## config.mk

```make
export PLATFORM = sky130hd
export DESIGN_NAME = rr_lock_arbiter_flat
export DESIGN_NICKNAME = d
export VERILOG_FILES = /design/src/rtl/rr_lock_arbiter_if.sv /design/src/rtl/rr_lock_arbiter.sv /design/src/flat_wrapper.sv
export SDC_FILE = /design/constraint.sdc
export NUM_CORES = 1
export LEC_CHECK = 0
export BUFFER_PORTS_ARGS = -buffer_cell sky130_fd_sc_hd__buf_2
export CAP_MARGIN = 10
export CORE_UTILIZATION = 56
export DETAILED_ROUTE_END_ITERATION = 7
export GPL_TIMING_DRIVEN = 0
export PLACE_DENSITY_LB_ADDON = 0.08
export SLEW_MARGIN = 20
export SYNTH_ARGS = -nofsm -noshare
export SYNTH_HDL_FRONTEND = slang
export SYNTH_SLANG_ARGS = --single-unit
```

## constraint.sdc

```tcl
create_clock -name clk -period 4.5 [get_ports clk]
set_input_delay 1.35 -clock clk [delete_from_list [all_inputs] [get_ports clk]]
set_output_delay 1.35 -clock clk [all_outputs]
set_load 0.02 [all_outputs]
```

## src/rtl/rr_lock_arbiter_if.sv

```systemverilog
// Request/grant bundle between the requesters and the lock arbiter.
// master = requester side (drives en/req), slave = arbiter side (drives grants).
interface rr_lock_arbiter_if #(
  parameter int N    = 4,
  parameter int ID_W = (N > 1) ? $clog2(N) : 1
);
  logic            en;
  logic [N-1:0]    req;
  logic [N-1:0]    gnt;
  logic [ID_W-1:0] gnt_id;
  logic            busy;
  logic            timeout;

  modport master (output en, req, input gnt, gnt_id, busy, timeout);
  modport slave  (input en, req, output gnt, gnt_id, busy, timeout);
endinterface

```

## src/rtl/rr_lock_arbiter.sv

```systemverilog
// Round-robin lock arbiter: registers a one-hot grant, holds it while the owner's
// request stays high (bounded by MAX_HOLD), then rotates priority past the owner.
// Always inserts one idle cycle between grants so the downstream chain can settle.

// Per-lane helper: flags a request that sits at or above the rotation pointer,
// i.e. one that is "ahead" in the circular search before wrap-around.
module rr_lock_lane #(
  parameter int ID_W = 2,
  parameter int LANE = 0
) (
  input  logic            req_bit,
  input  logic [ID_W-1:0] ptr,
  output logic            hi
);
  assign hi = req_bit && (ID_W'(LANE) >= ptr);
endmodule

module rr_lock_arbiter #(
  parameter int N        = 4,
  parameter int MAX_HOLD = 8,
  parameter int ID_W     = (N > 1) ? $clog2(N) : 1,
  parameter int CNT_W    = $clog2(MAX_HOLD + 1)
) (
  input  logic              clk,
  input  logic              reset_n,
  rr_lock_arbiter_if.slave  bus
);

  typedef enum logic {IDLE = 1'b0, GRANT = 1'b1} state_t;

  state_t           state;
  logic [N-1:0]     gnt_q;
  logic [ID_W-1:0]  gnt_id_q;
  logic             busy_q;
  logic             timeout_q;
  logic [ID_W-1:0]  ptr;
  logic [CNT_W-1:0] hold_cnt;

  logic [N-1:0]     hi_req;
  logic [ID_W-1:0]  win;
  logic             owner_req;
  logic             hold_hit;

  // Lanes split requests into "at/after ptr" and "before ptr" halves of the ring.
  for (genvar i = 0; i < N; i++) begin : g_lane
    rr_lock_lane #(.ID_W(ID_W), .LANE(i)) u_lane (
      .req_bit (bus.req[i]),
      .ptr     (ptr),
      .hi      (hi_req[i])
    );
  end

  // Circular priority pick: lowest set bit at/after ptr, else lowest set bit overall.
  always_comb begin
    win = '0;
    for (int i = N - 1; i >= 0; i--) begin
      if (bus.req[i]) win = ID_W'(i);
    end
    if (|hi_req) begin
      for (int i = N - 1; i >= 0; i--) begin
        if (hi_req[i]) win = ID_W'(i);
      end
    end
  end

  assign owner_req = bus.req[gnt_id_q];
  assign hold_hit  = (hold_cnt == CNT_W'(MAX_HOLD));

  // Two-state grant FSM; every output is a register so the chain sees clean levels.
  always_ff @(posedge clk or negedge reset_n) begin
    if (!reset_n) begin
      state     <= IDLE;
      gnt_q     <= '0;
      gnt_id_q  <= '0;
      busy_q    <= 1'b0;
      timeout_q <= 1'b0;
      ptr       <= '0;
      hold_cnt  <= '0;
    end else begin
      timeout_q <= 1'b0;
      case (state)
        IDLE: begin
          if (bus.en && |bus.req) begin
            gnt_q    <= N'(1) << win;
            gnt_id_q <= win;
            busy_q   <= 1'b1;
            hold_cnt <= CNT_W'(1);
            state    <= GRANT;
          end
        end
        GRANT: begin
          if (!owner_req || hold_hit) begin
            // Request drop wins over the hold limit when both land on the same edge.
            gnt_q     <= '0;
            busy_q    <= 1'b0;
            hold_cnt  <= '0;
            timeout_q <= owner_req;
            ptr       <= (gnt_id_q == ID_W'(N - 1)) ? '0 : gnt_id_q + 1'b1;
            state     <= IDLE;
          end else begin
            hold_cnt <= hold_cnt + 1'b1;
          end
        end
        default: state <= IDLE;
      endcase
    end
  end

  assign bus.gnt     = gnt_q;
  assign bus.gnt_id  = gnt_id_q;
  assign bus.busy    = busy_q;
  assign bus.timeout = timeout_q;

endmodule

```

## src/flat_wrapper.sv

```systemverilog
// flat-port wrapper written by rule: the top's interface ports become plain ports
module rr_lock_arbiter_flat 
#(
  parameter int N        = 4,
  parameter int MAX_HOLD = 8,
  parameter int ID_W     = (N > 1) ? $clog2(N) : 1,
  parameter int CNT_W    = $clog2(MAX_HOLD + 1)
)
  (clk, reset_n, bus_en, bus_req, bus_gnt, bus_gnt_id, bus_busy, bus_timeout);
  rr_lock_arbiter_if #(.N(N), .ID_W(ID_W)) bus_i ();
  input  logic clk;
  input  logic reset_n;
  input wire logic [$bits(bus_i.en)-1:0] bus_en;
  input wire logic [$bits(bus_i.req)-1:0] bus_req;
  output wire logic [$bits(bus_i.gnt)-1:0] bus_gnt;
  output wire logic [$bits(bus_i.gnt_id)-1:0] bus_gnt_id;
  output wire logic [$bits(bus_i.busy)-1:0] bus_busy;
  output wire logic [$bits(bus_i.timeout)-1:0] bus_timeout;
  assign bus_i.en = bus_en;
  assign bus_i.req = bus_req;
  assign bus_gnt = bus_i.gnt;
  assign bus_gnt_id = bus_i.gnt_id;
  assign bus_busy = bus_i.busy;
  assign bus_timeout = bus_i.timeout;
  rr_lock_arbiter #(.N(N), .MAX_HOLD(MAX_HOLD), .ID_W(ID_W), .CNT_W(CNT_W)) u_core (.clk(clk), .reset_n(reset_n), .bus(bus_i));
endmodule
```

-- Word level (Yosys, flattened, before mapping)
Index checks and enable logic that the tools add are counted.
- input port bits: 7
- flip-flop bits (word level): 15
- word-level logic and storage cells: 58
- reductions and logical operators: 12
- $add $sub $neg: 2
- bitwise operators: 1
- shift operators: 1
- order comparisons: 5
- equal/unequal tests: 4
- mux-type cells: 26
- operator list (operator ; number):
    2-bit two-way mux ; 10
    4-bit two-way mux ; 4
    4-bit case mux with 2 select lines ; 2
    4-bit OR reduction ; 2
    1-bit two-way mux ; 7
    2-bit AND reduction ; 3
    1-bit logical AND ; 5
    4-bit by 1-bit adder with 4-bit output, second input constant ; 1
    4-bit equality test, second input constant ; 1
    1-bit by 2-bit greater-or-equal comparator with 1-bit output, first input constant ; 2
    2-bit greater-or-equal comparator, first input constant ; 2
    1-bit case mux with 2 select lines ; 2
    1-bit by 2-bit left shift with 4-bit output, first input constant ; 1
    2-bit by 3-bit < comparator with 1-bit output, second input constant ; 1
    2-bit by 1-bit adder with 2-bit output, second input constant ; 1
    1-bit binary-select mux with 2-bit select ; 1
    2-bit equality test, second input constant ; 1
    2-bit by 1-bit != test with 1-bit output, second input constant ; 1
    2-bit != test, second input constant ; 1
    1-bit zero test ; 1
    1-bit logical OR ; 1
    1-bit inverter ; 1

-- Longest topological paths before layout
Gate-level depths: netlist of run 1.
- word-level depth: 12
- gate-level depth with buffers: 6

-- By module
A second synthesis of run 1 with hierarchy kept.
- cells, all modules: 75
- area total of the unflattened synthesis: 829.5 um2
- modules (own cells, without submodules) (module ; times used ; area each (um2) ; cells an instance ; seq. area each (um2)):
    rr_lock_arbiter ; 1 ; 784.5 ; 71 ; 375.4
    rr_lock_lane at u_core.g_lane[1].u_lane ; 1 ; 13.8 ; 1 ; 0.0
    rr_lock_lane at u_core.g_lane[0].u_lane ; 1 ; 12.5 ; 1 ; 0.0
    rr_lock_lane at u_core.g_lane[2].u_lane ; 1 ; 11.3 ; 1 ; 0.0
    rr_lock_lane at u_core.g_lane[3].u_lane ; 1 ; 7.5 ; 1 ; 0.0

-- Least setup slack after synthesis of run 1
Ideal clock, no wire load.
- path kind: input -> register
- from: input bus_req[3]
- to: register u_core.ptr[0]
- required time: 4.375 ns
- cell stages on the path: 4
- setup slack: 2.078 ns
- buffers on the path: 0
- data arrival time: 2.297 ns
- path through: mux4_2 > nand2_2 > nand2_4 > mux2_4
- longest elaborated chain between the ends: 5
- ends and longest elaborated chain (item ; line ; RTL):
    start: declaration ; flat_wrapper.sv:14 ; input wire logic [$bits(bus_i.req)-1:0] bus_req;
    1-bit binary-select mux with 2-bit select ; rr_lock_arbiter.sv:66 ; assign owner_req = bus.req[gnt_id_q];
    1-bit two-way mux (not written as such) ; rr_lock_arbiter.sv:66 ;
    1-bit zero test ; rr_lock_arbiter.sv:92 ; if (!owner_req || hold_hit) begin
    1-bit logical OR ; rr_lock_arbiter.sv:92 ;
    2-bit AND reduction (no line) ; -- ;
    end signal: assignment ; rr_lock_arbiter.sv:98 ; ptr <= (gnt_id_q == ID_W'(N - 1)) ? '0 : gnt_id_q + 1'b1;
    end: declaration ; rr_lock_arbiter.sv:36 ; logic [ID_W-1:0] ptr;
No other way between the ends. The select of a mux whose other input is x is not followed.
A chain may end at the register's enable or synchronous reset.

-- Worst setup path after layout of run 1
- from: input bus_req[3]
- to: register u_core.gnt_q[3] (netlist: u_core.bus.gnt[3])
- longest elaborated chain between the ends: 12
- elaborated cells between the ends (all ways): 23
- classes of those cells: 2 x eq/ne; 1 x shift; 13 x mux; 7 x reduce/logical
- ends and longest elaborated chain (item ; line ; RTL):
    2-bit two-way mux (4 in series) ; rr_lock_arbiter.sv:57 ; if (bus.req[i]) win = ID_W'(i);
    2-bit two-way mux (4 in series) ; rr_lock_arbiter.sv:61 ; if (hi_req[i]) win = ID_W'(i);
    2-bit two-way mux ; rr_lock_arbiter.sv:59 ; if (|hi_req) begin
    1-bit by 2-bit left shift with 4-bit output ; rr_lock_arbiter.sv:84 ; gnt_q <= N'(1) << win;
    4-bit two-way mux ; rr_lock_arbiter.sv:83 ; if (bus.en && |bus.req) begin
    4-bit case mux with 2 select lines ; rr_lock_arbiter.sv:81 ; case (state)
    end signal: assignment ; rr_lock_arbiter.sv:84 ;
    end: declaration ; rr_lock_arbiter.sv:32 ; logic [N-1:0] gnt_q;
Parallel ways exist; a longest one is shown, timed or not. The select of a mux whose other input is x is not followed.

==> key figures, run 1 <==
GRT
  – Gr usage total: 21.2%
  – GR Overflow Total: 0
  – First-pass GRT wire length: 2090 um
  – Largest net degree at the start of global routing: 16
  – Vias in the first global route: 478
  – Initial antenna violation count: 0

Placed design
  – HPWL Detailed: 1030 um
  – GPL Wtd Cong: 0.714
  – Port bufs: 14
  – Total placed cells including tap cells: 99

Route
  – Routed wl met3: 63 um
  – Highest metal used: met4
  – Number of vias per cell: 5.36
  – # DRC: 0
  – Final ANT Viol Nets: 0
  – DRT iter0 DRCs: 3
  – Vias: 552
  – Total Routed Length: 1340 um
  – DRT met1 WL: 670 um
  – Met2 WL post-DR: 598 um
  – Average wire per standard cell: 13.0 um
  – Detailed Routing Iterations Pass 1: 4

Timing
  – Setup TNS: 0 ns
  – Final Hold Viols: 0
  – Period utilization: 52.4%
  – RSZ-0062 raised after global routing: no
  – Final Max Tran Viols: 0
  – Slew HR: 65.7%
  – Fin Clk Skew: 0.00263 ns
  – Final setup violation count: 0
  – Final Hold Slack: 0.486 ns
  – Post-layout minimum cycle time: 2.36 ns
  – Peak Freq: 424 MHz
  – Worst Max-Slew Pin Slew: 0.508 ns

Die
  – Cell Rows: 13
  – IO Count: 15
  – Die Area: 1530 um2
  – Total core area: 1280 um2
  – Starting Density: 60.2%
  – Die Span Y: 39.2 um
  – Die span in x: 39.2 um

Setup path
  – Class of the most critical setup path: in -> reg
  – Reg-to-reg startpoint: u_core.bus.gnt_id[1]$_DFFE_PN0P_
  – CP endpoint kind: flip-flop
  – R2r setup slk: 2.90 ns
  – Length in cells of the worst reg-to-reg path: 4
  – CP required: 4.68 ns
  – CP startpoint: bus_req[3]
  – Worst Path Arrival: 2.53 ns
  – Worst setup SP type: primary input
  – Worst r2r dst: u_core.ptr[0]$_DFFE_PN0P_
  – Critical path peak fanout: 5

Power and ir drop
  – Overall power: 567 uW
  – Pwr/cell area: 637 nW/um2
  – Pleak: 0.464 nW
  – Maximum vdd drop: 0.337 mV

Yosys
  – Synth top area cells: dfrtp_1 49%, ha_1 4.9%, mux2_4 3.9%
  – Synth async-reset ratio: 100%
  – Net Count, Synth: 80
  – Ys flop type: dfrtp_1
  – Syn_area_per_cell: 11.0 um2
  – Post-synth top area share: 48.5%
  – Ys Warns: 0
  – Seq/Total Area, Yosys: 48.5%
  – Flops & latches, synth: 15
  – Synth Cell Area: 773 um2
  – Area leader, netlist: dfrtp_1
  – EDFF count, synth: 0
  – Synth Instances: 70
  – Post-synth cell types: 31

Clock network
  – H-Tree Level Count: 1
  – CTS tree: yes
  – Hold Buf Count CTS: 0
  – Setup bufs post-CTS: 0
  – Clock latency on the worst-skew pair: 0.28 ns
  – Longest Clk Path Bufs: 2
  – Post_cts resized: 0
  – Clock transition at path regs: 0.09 ns
  – # clock sinks: 15
  – Root Buffer: clkbuf_4
  – Number of CTS-inserted buffers: 3

Min path
  – Worst Hold Path Cells: 1
  – Min-delay src: u_core.bus.busy$_DFFE_PN0P_
  – Hold Crit Class: reg -> reg
  – Worst Hold Path EP: u_core.bus.busy$_DFFE_PN0P_

Layout
  – Layout cells sized above 1: 34.1%
  – Area growth syn-to-layout: 15.0%
  – Finished Layout Cells: 103
  – Final nets: 99
  – Antenna fix cells: 0

Run
  – Maximum capacitance violations: 0

Status
  – Run status: completed
==> layout by cell type, fill, tap and decap left out, drive strengths merged <==
| cell type | instances |
|---|---|
| nand3b | 1 |
| and3 | 1 |
| or2 | 1 |
| buf | 14 |
| ha | 3 |
| nor3b | 2 |
| nor3 | 2 |
| inv | 6 |
| clkinv | 1 |
| o21ai | 4 |
| or3 | 1 |
| a22o | 2 |
| clkbuf | 3 |
| nor2 | 3 |
| dfrtp | 15 |
| nand2 | 7 |
| o22ai | 2 |
| mux2 | 2 |
| nor2b | 1 |
| mux2i | 1 |
| xnor2 | 1 |
| mux4 | 1 |
| a21o | 3 |
| a21oi | 3 |
| o41ai | 1 |
| nand3 | 2 |
| a311oi | 1 |
| o2bb2ai | 2 |
| nand2b | 2 |
==> synthesized netlist by cell type, types with 2 or more instances <==
| cell type | number |
|---|---|
| dfrtp_1 | 15 |
| inv_1 | 6 |
| nand2_1 | 4 |
| o21ai_0 | 4 |
| a21oi_1 | 3 |
| ha_1 | 3 |
| nor2_1 | 3 |
| a21o_2 | 2 |
| a22o_1 | 2 |
| mux2_4 | 2 |
| nand2_2 | 2 |
| nand2b_1 | 2 |
| nor3b_1 | 2 |
| o22ai_1 | 2 |
| o2bb2ai_1 | 2 |
==> layout make-up <==
class                      count  area, um2
clock buffer                   3       22.5
clock inverter                 1       5.00
fill                         102        395
inverter                       6       22.5
multi-input combinational     49        375
sequential                    15        375
tap                           15       18.8
timing repair buffer          14       70.1
==> report_power, final <==
part / internal [mW] / switching (mW)
Combinational: 0.115 / 0.137
Clock: 0.0330 / 0.0434
Sequential: 0.186 / 0.0527
==> worst max path at each step <==
stage / endpoint / slack (ns) / cells past startpoint
floorplan: u_core.ptr[0]$_DFFE_PN0P_ / 2.08 / 4
global placement: u_core.bus.gnt[3]$_DFFE_PN0P_ / 1.85 / 5
detailed placement: u_core.bus.gnt[2]$_DFFE_PN0P_ / 1.83 / 5
CTS: u_core.bus.gnt[2]$_DFFE_PN0P_ / 2.12 / 5
global route: u_core.hold_cnt[0]$_DFFE_PN0P_ / 2.00 / 5
finish: u_core.bus.gnt[3]$_DFFE_PN0P_ / 2.14 / 5
==> critical path, cell delays in order <==
cell	delay [ns]
buf_2	0.12
o41ai_1	0.54
or2_2	0.26
nor3_2	0.07
a22o_1	0.20
==> kinds of logic (layout without fill, tap and decap cells) <==
family	after synthesis	after routing	share of synthesized area, %
compound gates	18	18	16.2
buf+inv	6	24	2.91
fa+ha+maj	3	3	4.85
xor+xnor	1	1	1.13
flops	15	15	48.5
simple gates	23	23	18.3
mux	4	4	8.09
==> metrics by stage <==
stage / area (um2) / utilization [%] / setup WS (ns)
finish: 890 / 69.2 / 2.14
floorplan: 773 / - / 2.08
global route: 890 / 69.2 / 2.00
CTS: 890 / 69.2 / 2.12
detailed placement: 862 / 67.1 / 1.83
global placement: 862 / 67.1 / 1.85
==> routing by layer <==
layer | track usage, % | up-vias
met4 | 2.59 | 0
li1 | - | 287
met1 | 25.4 | 252
met2 | 36.3 | 11
met3 | 8.67 | 2
met5 | 0 | -
==> state kept, by name, indices dropped and copies added, names as in the netlist <==
register            flops
u_core.hold_cnt         4
u_core.bus.busy         1
u_core.bus.timeout      1
u_core.ptr              2
u_core.state            1
u_core.bus.gnt_id       2
u_core.bus.gnt          4
Note: power is estimated with default switching activity, not from simulation.
==> run 2: changes to the inputs <==
--- a/config.mk
+++ b/config.mk
@@ -5,9 +5,10 @@
 export SDC_FILE = /design/constraint.sdc
 export NUM_CORES = 1
 export LEC_CHECK = 0
+export ABC_AREA = 1
 export BUFFER_PORTS_ARGS = -buffer_cell sky130_fd_sc_hd__buf_2
 export CAP_MARGIN = 10
-export CORE_UTILIZATION = 56
+export CORE_UTILIZATION = 52
 export DETAILED_ROUTE_END_ITERATION = 7
 export GPL_TIMING_DRIVEN = 0
 export PLACE_DENSITY_LB_ADDON = 0.08
==> constraint.sdc (replaced) <==
create_clock -name clk -period 2.3 [get_ports clk]
set_input_delay 0.69 -clock clk [delete_from_list [all_inputs] [get_ports clk]]
set_output_delay 0.69 -clock clk [all_outputs]
set_load 0.02 [all_outputs]
==> key figures, run 2 <==
Die
  – Starting Density: 59.3% (-0.90 points)
  – Total core area: 1380 um2 (+7.6%)
  – IO Count: 15 (unchanged)
  – Die Area: 1740 um2 (+13%)
  – Die span in x: 41.7 um (+6.5%)
  – Cell Rows: 13 (unchanged)
  – Die Span Y: 41.7 um (+6.5%)

Yosys
  – Flops & latches, synth: 15 (unchanged)
  – Synth Cell Area: 820 um2 (+6.0%)
  – Synth top area cells: dfrtp_1 46%, nand2_1 18%, nand3_1 5.5%
  – Net Count, Synth: 114 (+43%)
  – Syn_area_per_cell: 7.88 um2 (-29%)
  – Post-synth cell types: 18 (-42%)
  – Ys Warns: 0 (unchanged)
  – Seq/Total Area, Yosys: 45.8% (-2.7 points)
  – Ys flop type: dfrtp_1
  – Commonest cells in the netlist: 40 x nand2_1, 15 x dfrtp_1, 11 x inv_1, 9 x nand3_1, 6 x nor2_1
  – Most numerous cell in the Yosys netlist: nand2_1
  – Post-synth top area share: 45.8% (-2.7 points)
  – EDFF count, synth: 0 (unchanged)
  – Synth Instances: 104 (+49%)
  – Area leader, netlist: dfrtp_1
  – Synth async-reset ratio: 100% (unchanged)

Placed design
  – GPL Wtd Cong: 0.791 (+11%)
  – Total placed cells including tap cells: 133 (+34%)
  – Port bufs: 14 (unchanged)
  – HPWL Detailed: 1220 um (+19%)
  – Setup WS pre-CTS: 0.722 ns (-1.11 ns)

Layout
  – Most frequent cells in the layout: 40 x nand2_1, 15 x dfrtp_1, 14 x buf_2, 11 x inv_1, 9 x nand3_1
  – Commonest non-fill, non-tap cell in the layout: nand2_1
  – Finished Layout Cells: 137 (+33%)
  – Final nets: 133 (+34%)
  – Area growth syn-to-layout: 14.2%
  – Antenna fix cells: 0 (unchanged)
  – Layout cells sized above 1: 23.8% (-10 points)

Route
  – Number of vias per cell: 5.00 (-6.7%)
  – Final ANT Viol Nets: 0 (unchanged)
  – Average wire per standard cell: 11.5 um (-11%)
  – Vias: 685 (+24%)
  – DRT iter0 DRCs: 8 (+5)
  – # DRC: 0 (unchanged)
  – Total Routed Length: 1580 um (+18%)
  – Detailed Routing Iterations Pass 1: 4 (unchanged)

Timing
  – Slew HR: 77.6% (+12 points)
  – Worst Setup Slack, final: 0.631 ns (-1.51 ns)
  – Peak Freq: 599 MHz
  – Post-layout minimum cycle time: 1.67 ns
  – Worst Max-Slew Pin Slew: 0.336 ns (-0.172 ns)
  – Final Hold Viols: 0 (unchanged)
  – Fin Clk Skew: 0.00454 ns (+0.00191 ns)
  – Setup TNS: 0 ns (unchanged)
  – Period utilization: 72.6%
  – Final setup violation count: 0 (unchanged)
  – Final Max Tran Viols: 0 (unchanged)
  – RSZ-0062 raised after global routing: no

Setup path
  – WP buf/inv: 1 (unchanged)
  – CP required: 1.61 ns (-3.07 ns)
  – Slowest cell on crit path: dfrtp_1
  – Reg-to-reg startpoint: u_core.hold_cnt[0]$_DFFE_PN0P_
  – Crit-path cells: buf_2
  – Slowest cell delay on critical path: 0.48 ns (-0.06 ns)
  – Worst setup SP type: flip-flop
  – CP startpoint: u_core.bus.gnt_id[0]$_DFFE_PN0P_
  – Critical path peak fanout: 7 (+2)
  – Worst Path Arrival: 0.98 ns (-1.55 ns)
  – CP endpoint kind: output pin
  – Class of the most critical setup path: reg -> out
  – Top Family by Delay on Critical Path: flip-flops

GRT
  – GR Overflow Total: 0 (unchanged)
  – Largest net degree at the start of global routing: 16 (unchanged)
  – Vias in the first global route: 633 (+32%)
  – Initial antenna violation count: 0 (unchanged)
  – First-pass GRT wire length: 2810 um (+34%)
  – Gr usage total: 21.9% (+0.70 points)

Clock network
  – Clock transition at path regs: 0.09 ns (about the same)
  – Root Buffer: clkbuf_4
  – Setup bufs post-CTS: 0 (unchanged)
  – Post_cts resized: 0 (unchanged)
  – Hold Buf Count CTS: 0 (unchanged)
  – # clock sinks: 15 (unchanged)
  – Clock latency on the worst-skew pair: 0.29 ns (about the same)
  – H-Tree Level Count: 1 (unchanged)
  – CTS tree: yes
  – Number of CTS-inserted buffers: 3 (unchanged)
  – Longest Clk Path Bufs: 2 (unchanged)

Run
  – Maximum capacitance violations: 0 (unchanged)

Status
  – Run status: completed

Power and ir drop
  – Pleak: 0.550 nW (+19%)
  – Maximum vdd drop: 0.679 mV (+100%)
  – Overall power: 1.20 mW (+110%)
  – Pwr/cell area: 1280 nW/um2 (+100%)

Min path
  – Hold Crit Class: in -> async
[run 2: changes by cell type in the layout (fill, tap and decap cells not counted), moves of 3 or more]
cell / delta
nand3_1: +8
inv_1: +5
nor2_1: +3
nand2_1: +36
[run 2: stage by stage]
stage               util, %  hold slack [ns]  cell area [um2]
CTS                    67.7            0.294              936
detailed placement     65.7            0.459              908
finish                 67.7            0.287              936
floorplan                 -            0.394              820
global placement       65.7            0.455              908
global route           67.7            0.314              936
[run 2: power breakdown]
group / switching [mW] / internal, mW
clock: 0.0886 / 0.0647
sequential: 0.0980 / 0.372
combinational: 0.372 / 0.201
[run 2: area by class of cell]
class,instances,area (um2)
Fill cell,112,447
Multi-Input combinational cell,76,388
Sequential cell,15,375
Timing Repair Buffer,14,70.1
Inverter,12,45.0
Clock buffer,3,22.5
Tap cell,15,18.8
Buffer,1,11.3
Clock inverter,1,5.00
[run 2: metal layers]
| layer | track usage (%) | vias to the layer above | part of all wire [%] |
|---|---|---|---|
| met3 | 3.91 | 4 | 3.1 |
| met2 | 31.9 | 13 | 45 |
| met5 | 0 | - | 0 |
| met1 | 30.1 | 305 | 49 |
| met4 | 13.5 | 0 | 2.9 |
| li1 | - | 363 | - |
[run 2: cell families after synthesis]
kind of cell	share of synthesized area (%)
flops	45.8
xor+xnor	2.14
fa+ha+maj	4.58
simple gates	35.3
compound gates	5.34
buf+inv	6.87
[run 2: worst paths after layout]
path,end,slack [ns],cells past startpoint
max,bus_gnt_id[0],0.63,1
min,u_core.state$_DFF_PN0_,0.29,1
max reg2reg,u_core.bus.gnt[1]$_DFFE_PN0P_,1.04,7
min reg2reg,u_core.bus.busy$_DFFE_PN0P_,0.48,2
max in group asynchronous,u_core.bus.gnt[3]$_DFFE_PN0P_,1.76,1
min in group clk,u_core.bus.busy$_DFFE_PN0P_,0.48,2
